<file path="src/rtl/pc_seq_ctrl.sv">
// Program-counter sequencer: stall, jump, relative branch, call/return via a
// circular return-address stack, and a RUN/HALTED state machine.
module pc_seq_ctrl #(
  parameter int PC_WIDTH  = 6,
  parameter int OFF_WIDTH = 6,
  parameter int RAS_DEPTH = 4,
  parameter int RESET_PC  = 0
) (
  input  logic                               clk,
  input  logic                               rst,
  input  logic                               stall,
  input  logic                               jump,
  input  logic [PC_WIDTH-1:0]                jump_target,
  input  logic                               branch,
  input  logic [OFF_WIDTH-1:0]               branch_off,
  input  logic                               call,
  input  logic                               ret,
  input  logic                               halt,
  input  logic                               resume,
  output logic [PC_WIDTH-1:0]                address,
  output logic                               halted,
  output logic                               ras_ovf,
  output logic                               ras_unf,
  output logic [$clog2(RAS_DEPTH+1)-1:0]     ras_count
);

  localparam int SP_W  = $clog2(RAS_DEPTH);
  localparam int CNT_W = $clog2(RAS_DEPTH+1);

  localparam logic [0:0] S_RUN    = 1'b0;
  localparam logic [0:0] S_HALTED = 1'b1;

  function automatic logic [PC_WIDTH-1:0] sext_off(input logic signed [OFF_WIDTH-1:0] off);
    return PC_WIDTH'(off);
  endfunction

  logic [0:0]          r_state;
  logic [PC_WIDTH-1:0] r_pc;
  logic [SP_W-1:0]     r_sp;
  logic [CNT_W-1:0]    r_cnt;
  logic                r_ovf;
  logic                r_unf;
  logic [PC_WIDTH-1:0] r_ras [RAS_DEPTH];

  logic [PC_WIDTH-1:0] w_pc_inc;
  logic [SP_W-1:0]     w_sp_dec;
  logic                w_run_act;
  logic                w_pop;
  logic                w_push;
  logic                w_full;
  logic                w_empty;

  assign w_pc_inc  = r_pc + PC_WIDTH'(1);
  assign w_sp_dec  = r_sp - SP_W'(1);
  assign w_full    = (r_cnt == CNT_W'(RAS_DEPTH));
  assign w_empty   = (r_cnt == '0);
  // Lower-priority controls are masked here so they never touch the RAS.
  assign w_run_act = (r_state == S_RUN) && !stall && !halt;
  assign w_pop     = w_run_act && ret;
  assign w_push    = w_run_act && !ret && call;

  // r_sp always points at the next free slot; when full that slot is the oldest.
  always_ff @(posedge clk) begin
    if (!rst && w_push)
      r_ras[r_sp] <= w_pc_inc;
  end

  always_ff @(posedge clk) begin
    if (rst) begin
      r_state <= S_RUN;
      r_pc    <= PC_WIDTH'(RESET_PC);
      r_sp    <= '0;
      r_cnt   <= '0;
      r_ovf   <= 1'b0;
      r_unf   <= 1'b0;
    end else if (r_state == S_HALTED) begin
      if (resume) begin
        r_state <= S_RUN;
        r_pc    <= w_pc_inc;
      end
    end else if (!stall) begin
      if (halt) begin
        r_state <= S_HALTED;
      end else if (w_pop) begin
        if (w_empty) begin
          r_pc  <= w_pc_inc;
          r_unf <= 1'b1;
        end else begin
          r_pc  <= r_ras[w_sp_dec];
          r_sp  <= w_sp_dec;
          r_cnt <= r_cnt - CNT_W'(1);
        end
      end else if (w_push) begin
        r_pc <= jump_target;
        r_sp <= r_sp + SP_W'(1);
        if (w_full)
          r_ovf <= 1'b1;
        else
          r_cnt <= r_cnt + CNT_W'(1);
      end else if (jump) begin
        r_pc <= jump_target;
      end else if (branch) begin
        r_pc <= r_pc + sext_off(branch_off);
      end else begin
        r_pc <= w_pc_inc;
      end
    end
  end

  assign address   = r_pc;
  assign halted    = r_state;
  assign ras_ovf   = r_ovf;
  assign ras_unf   = r_unf;
  assign ras_count = r_cnt;

endmodule

</file>
<file path="config.mk">
export PLATFORM = sky130hd
export DESIGN_NAME = pc_seq_ctrl
export DESIGN_NICKNAME = d
export VERILOG_FILES = /design/src/rtl/pc_seq_ctrl.sv
export SDC_FILE = /design/constraint.sdc
export NUM_CORES = 1
export LEC_CHECK = 0
export CAP_MARGIN = 20
export CORE_MARGIN = 5
export CORE_UTILIZATION = 28
export DETAILED_ROUTE_END_ITERATION = 8
export SYNTH_ARGS = -nofsm -noshare
export SYNTH_HDL_FRONTEND = slang
export SYNTH_SLANG_ARGS = --single-unit
export TNS_END_PERCENT = 30
</file>
<file path="constraint.sdc">
create_clock -name clk -period 6.09 [get_ports clk]
set_clock_uncertainty 0.2 [all_clocks]
set_input_delay 1.5225 -clock clk [delete_from_list [all_inputs] [get_ports clk]]
set_output_delay 1.5225 -clock clk [all_outputs]
set_load 0.02 [all_outputs]
</file>
==> flow_summary.toml, run 1 <==
[power]
leakage_nw = 0.949
power_frac_seq = 0.435
switchingPower_mw = 0.173
total_power_mw = 0.674
p_comb_frac = 0.174
vdd_ir_drop_max_uv = 133
clock_power_share = 0.391
powerDensity_nw_per_um2 = 247
swShare = 0.257
p_int_mw = 0.501

[worst_setup_path]
startpoint_type = "input pin"
cp_data_required_time_ps = 6050
cp.arrival_ps = 3690
crit_fanout = 11
r2r_end = "address[3]"
endpoint_kind = "flop"
r2r_slack_ps = 3420
crit_start = "stall"
reg2reg_depth = 8
rr_startpoint = "r_sp[0]"
path_class = "in -> reg"

[sta]
fmax_mhz = 268
timing.final.crit_share = 0.613
slew_violations = 0
worstMarginPinSlew_ps = 714
rsz0062_at_grt = "false"
hold_viol = 0
setup_viol = 0
relSlewSlack = 0.522
period_needed_ps = 3730
worst_slack_ps = 2360
fin_tns_setup_ps = 0

[job]
cap_violations = 0

[route]
wl_per_cell_um = 15.5
drt-pass1-iter-count = 4
routed_wl_mm = 5.21
drc = 0
drt_iter0_drc = 63
via_count = 1632
via_per_inst = 4.86
ant_nets = 0

[place]
placed_area_um2 = 2590
pre_cts_ws_ps = 2050
dp.cells = 328
portBuffers = 32
place.gp.congestion = 0.844
dp_hpwl_mm = 3.87

[die]
die_w_um = 99.1
initial_core_util = 0.287
num_rows = 32
io_pins = 33
die_area_um2 = 9810
fp.dieH_um = 99.1
core_area_um2 = 7730

[final_layout]
diodes = 0
num-nets-final = 266
final_cell_mix = "clkdlybuf4s50_1, edfxtp_1, nor2_1"
area_growth_pct = 22.9
final_area_um2 = 2730
final_layout_size_suffix_gt1_frac = 0.111
fin_cells = 336
final_common_cell = "clkdlybuf4s50_1"
multi_input_area_um2 = 1070
fill_cells = 757
final-seq-area_um2 = 1000

[yosys]
ys.flop_type = "edfxtp_1"
synth_edf_count = 24
syn_inst = 202
syn-cell-area_um2 = 2220
synthDistinctLibCells = 53
yosys_warnings = 0
postSynthAreaPerCell_um2 = 11.0
yosysSeqAreaShare = 0.451
syn_nets = 235
ys_ff_latch = 38
async_reset_ff_frac = 0

[clock_tree]
cts_buffers = 5
clock_latency_ps = 300
clk_pin_slew_worst_paths_ps = 80
cts_tree = "yes"
cts-resized-gates = 0
cts_max_level = 2
hold_buffers = 0
post_cts_buffers = 0
max-clock-path-buffers = 2
cts_root_buffer = "clkbuf_8"
cts.sinks = 38

[global_routing]
grt_pass1_wl_mm = 8.58
grt_pass1_vias = 1672
antenna_found_initial = 0
grt_use_total = 0.112
grt_max_degree = 18
overflow = 0

[hold_path]
worstHoldPathType = "reg -> reg"
hp-start = "ras_ovf"
whs_endpoint = "ras_ovf"
whs_path_depth = 2

[outcome]
outcome = "finished, final reports clean"
## worst max-delay path: stages
cell and delay [ps]:
clkdlybuf4s50_1 470, nor3_4 500, and2_4 320, inv_8 60
fa_1 370, xor2_1 170, nand2_1 80, xor2_1 150
nor2_1 50
## Yosys cell counts, types with 5 or more instances
| cell | n | share of area |
|---|---|---|
| a21oi_1 | 11 | 0.025 |
| and2_1 | 5 | 0.014 |
| dfxtp_1 | 14 | 0.13 |
| edfxtp_1 | 24 | 0.32 |
| ha_1 | 10 | 0.056 |
| inv_1 | 15 | 0.025 |
| mux4_2 | 6 | 0.061 |
| nand2_1 | 12 | 0.020 |
| nand3_1 | 11 | 0.025 |
| nor2_1 | 20 | 0.034 |
| o21ai_0 | 6 | 0.014 |
| o22ai_1 | 5 | 0.014 |
| xnor2_1 | 9 | 0.035 |
## per-stage QoR
stage / util / hold slack, ps
6_report: 0.353 / 278
5_1_grt: 0.353 / 352
4_1_cts: 0.353 / 285
3_3_place_gp: 0.335 / 268
3_5_place_dp: 0.335 / 271
2_1_floorplan: - / 337
## cells by family after synthesis
| logic type | synth area share |
|---|---|
| simple gates | 0.135 |
| compound gates | 0.154 |
| flops | 0.451 |
| buf+inv | 0.0653 |
| xor+xnor | 0.0513 |
| fa+ha+maj | 0.0744 |
| mux | 0.0699 |
## how the worst max path moves through the flow
stage | to | slack [ps] | depth (start not counted)
global placement | ras_count[2] | 2150 | 9
finish | ras_count[2] | 2360 | 9
global route | ras_count[2] | 2220 | 9
CTS | ras_count[2] | 2370 | 9
floorplan | address[4] | 2830 | 9
detailed placement | ras_count[2] | 2050 | 9
## registers in the layout, summed over array words and instances, names as in the netlist
| name | cells |
|---|---|
| address | 6 |
| ras_count | 3 |
| ras_unf | 1 |
| ras_ovf | 1 |
| r_ras | 24 |
| r_sp | 2 |
| halted | 1 |
## metal layers
| metal | up-vias | track usage | wire [um] | share of wire |
|---|---|---|---|---|
| met3 | 8 | 0.0269 | 287 | 0.055 |
| met4 | 0 | 0.0378 | 75 | 0.014 |
| met5 | - | 0 | 0 | 0 |
| met2 | 44 | 0.160 | 2270 | 0.43 |
| met1 | 778 | 0.164 | 2580 | 0.50 |
| li1 | 802 | - | - | - |
## power by group through the flow
stage                     Clock [mW]  Combinational, mW  Sequential, mW
after floorplan                    0             0.0754           0.300
after global placement             0              0.117           0.299
after detailed placement           0              0.117           0.299
after CTS                      0.269              0.118           0.293
after global routing           0.280              0.129           0.295
final                          0.264              0.117           0.293
## final cells by class
class,count,area share
Clock buffer,5,0.0252
Clock inverter,3,0.0252
Multi-Input combinational cell,140,0.394
Tap cell,102,0.0468
Timing Repair Buffer,32,0.117
Inverter,16,0.0248
Sequential cell,38,0.367
Power figures use the tool's default switching activity.
==> run 2, diff against run 1 <==
Clock period 6.09 ns to 3.1 ns, I/O delays scaled along.
==> run 2 against run 1 <==
Non-clock buffer count increased by 6. Count of clock-buffer cells in the layout stayed put. Combinational power increased by 110%. Sequential power rose by 95%. Critical path type unchanged.
==> flow_summary.toml, run 2 (synthesis gave the netlist of run 1 again) <==
[route]
via_count = 1687
drt-pass1-iter-count = 4
via_per_inst = 4.93
routed_wl_mm = 5.19
drc = 0
ant_nets = 0
drt_iter0_drc = 88
wl_per_cell_um = 15.2

[power]
leakage_nw = 0.980
powerDensity_nw_per_um2 = 476
vdd_ir_drop_max_uv = 198

[global_routing]
grt_pass1_vias = 1704
use_met2 = 0.168
grt_use_met1 = 0.153
use_met3 = 0.0311
overflow = 0
top_usage_layer = "met2"
grt_use_total = 0.111
antenna_found_initial = 0
grt_pass1_wl_mm = 8.61
grt_max_degree = 17

[hold_path]
whs_path_depth = 2
hp-start = "ras_ovf"
worstHoldPathType = "reg -> reg"

[final_layout]
regMostFlops = "r_ras"
diodes = 0
largest_reg_flops = 24
final_cell_mix = "clkdlybuf4s50_1, edfxtp_1, nor2_1"
final_common_cell = "clkdlybuf4s50_1"
final_layout_size_suffix_gt1_frac = 0.133
num-nets-final = 272
area_growth_pct = 24.9
fill_cells = 768

[die]
core_area_um2 = 7730
die_area_um2 = 9810
io_pins = 33
fp.dieH_um = 99.1
initial_core_util = 0.287
num_rows = 32
die_w_um = 99.1

[sta]
period_needed_ps = 2750
whs_ps = 286
fin_tns_setup_ps = 0
worstMarginPinSlew_ps = 663
hold_viol = 0
timing.final.crit_share = 0.887
slew_violations = 0
relSlewSlack = 0.555
fmax_mhz = 364
rsz0062_at_grt = "false"
setup_viol = 0

[clock_tree]
cts_tree = "yes"
cts-resized-gates = 0
cts_root_buffer = "clkbuf_8"
max-clock-path-buffers = 2
clock_latency_ps = 300
cts_buffers = 5
clk_pin_slew_worst_paths_ps = 80
hold_buffers = 0
cts_max_level = 2
cts.sinks = 38
post_cts_buffers = 0

[worst_setup_path]
cp.arrival_ps = 2730
path_class = "in -> reg"
rr_startpoint = "r_sp[1]"
crit_start = "branch_off[0]"
crit_fanout = 2
reg2reg_depth = 8
endpoint_kind = "flop"
cp_data_required_time_ps = 3080
startpoint_type = "input pin"

[place]
portBuffers = 32
dp_hpwl_mm = 3.98
place.gp.congestion = 0.818

[job]
cap_violations = 0

[outcome]
outcome = "finished, final reports clean"
==> run 2: final timing paths <==
path,endpoint,slack (ps)
min reg2reg,ras_ovf,290
min,ras_ovf,290
max,address[4],350
max reg2reg,address[3],790
==> run 2: final cells by class <==
type                            count  area, um2  area share
Sequential cell                    38       1000       0.361
Clock inverter                      3       68.8      0.0248
Inverter                           16       67.6      0.0244
Multi-Input combinational cell    140       1070       0.387
Clock buffer                        5       68.8      0.0248
Tap cell                          102        128      0.0460
Timing Repair Buffer               38        365       0.132
==> run 2: per-layer routing <==
| metal | wire length, um | up-vias |
|---|---|---|
| li1 | - | 813 |
| met1 | 2530 | 831 |
| met2 | 2360 | 36 |
| met3 | 241 | 7 |
| met4 | 56 | 0 |
| met5 | 0 | - |
==> run 2: critical path: stages <==
cell	delay, ps
clkdlybuf4s50_1	460
ha_1	170
inv_1	60
fa_1	390
inv_1	70
a21o_1	100
a21oi_1	70
xnor2_1	130
a2111oi_0	380
o22ai_1	140
==> run 2: stage by stage <==
step                power [mW]  instances  utilization  setup slack, ps  instance area [um2]
floorplan                0.737        202            -              589                 2220
global placement         0.824        334        0.341             61.4                 2640
detailed placement       0.825        334        0.341             30.8                 2640
CTS                       1.33        342        0.359              345                 2770
global route              1.37        342        0.359              178                 2770
finish                    1.32        342        0.359              350                 2770
==> run 2: power by group <==
group	leakage, nW	switching [mW]	total [mW]	internal (mW)
combinational	0.583	0.130	0.244	0.113
sequential	0.328	0.0162	0.570	0.553
clock	0.0683	0.185	0.507	0.322
total	0.980	0.332	1.32	0.989
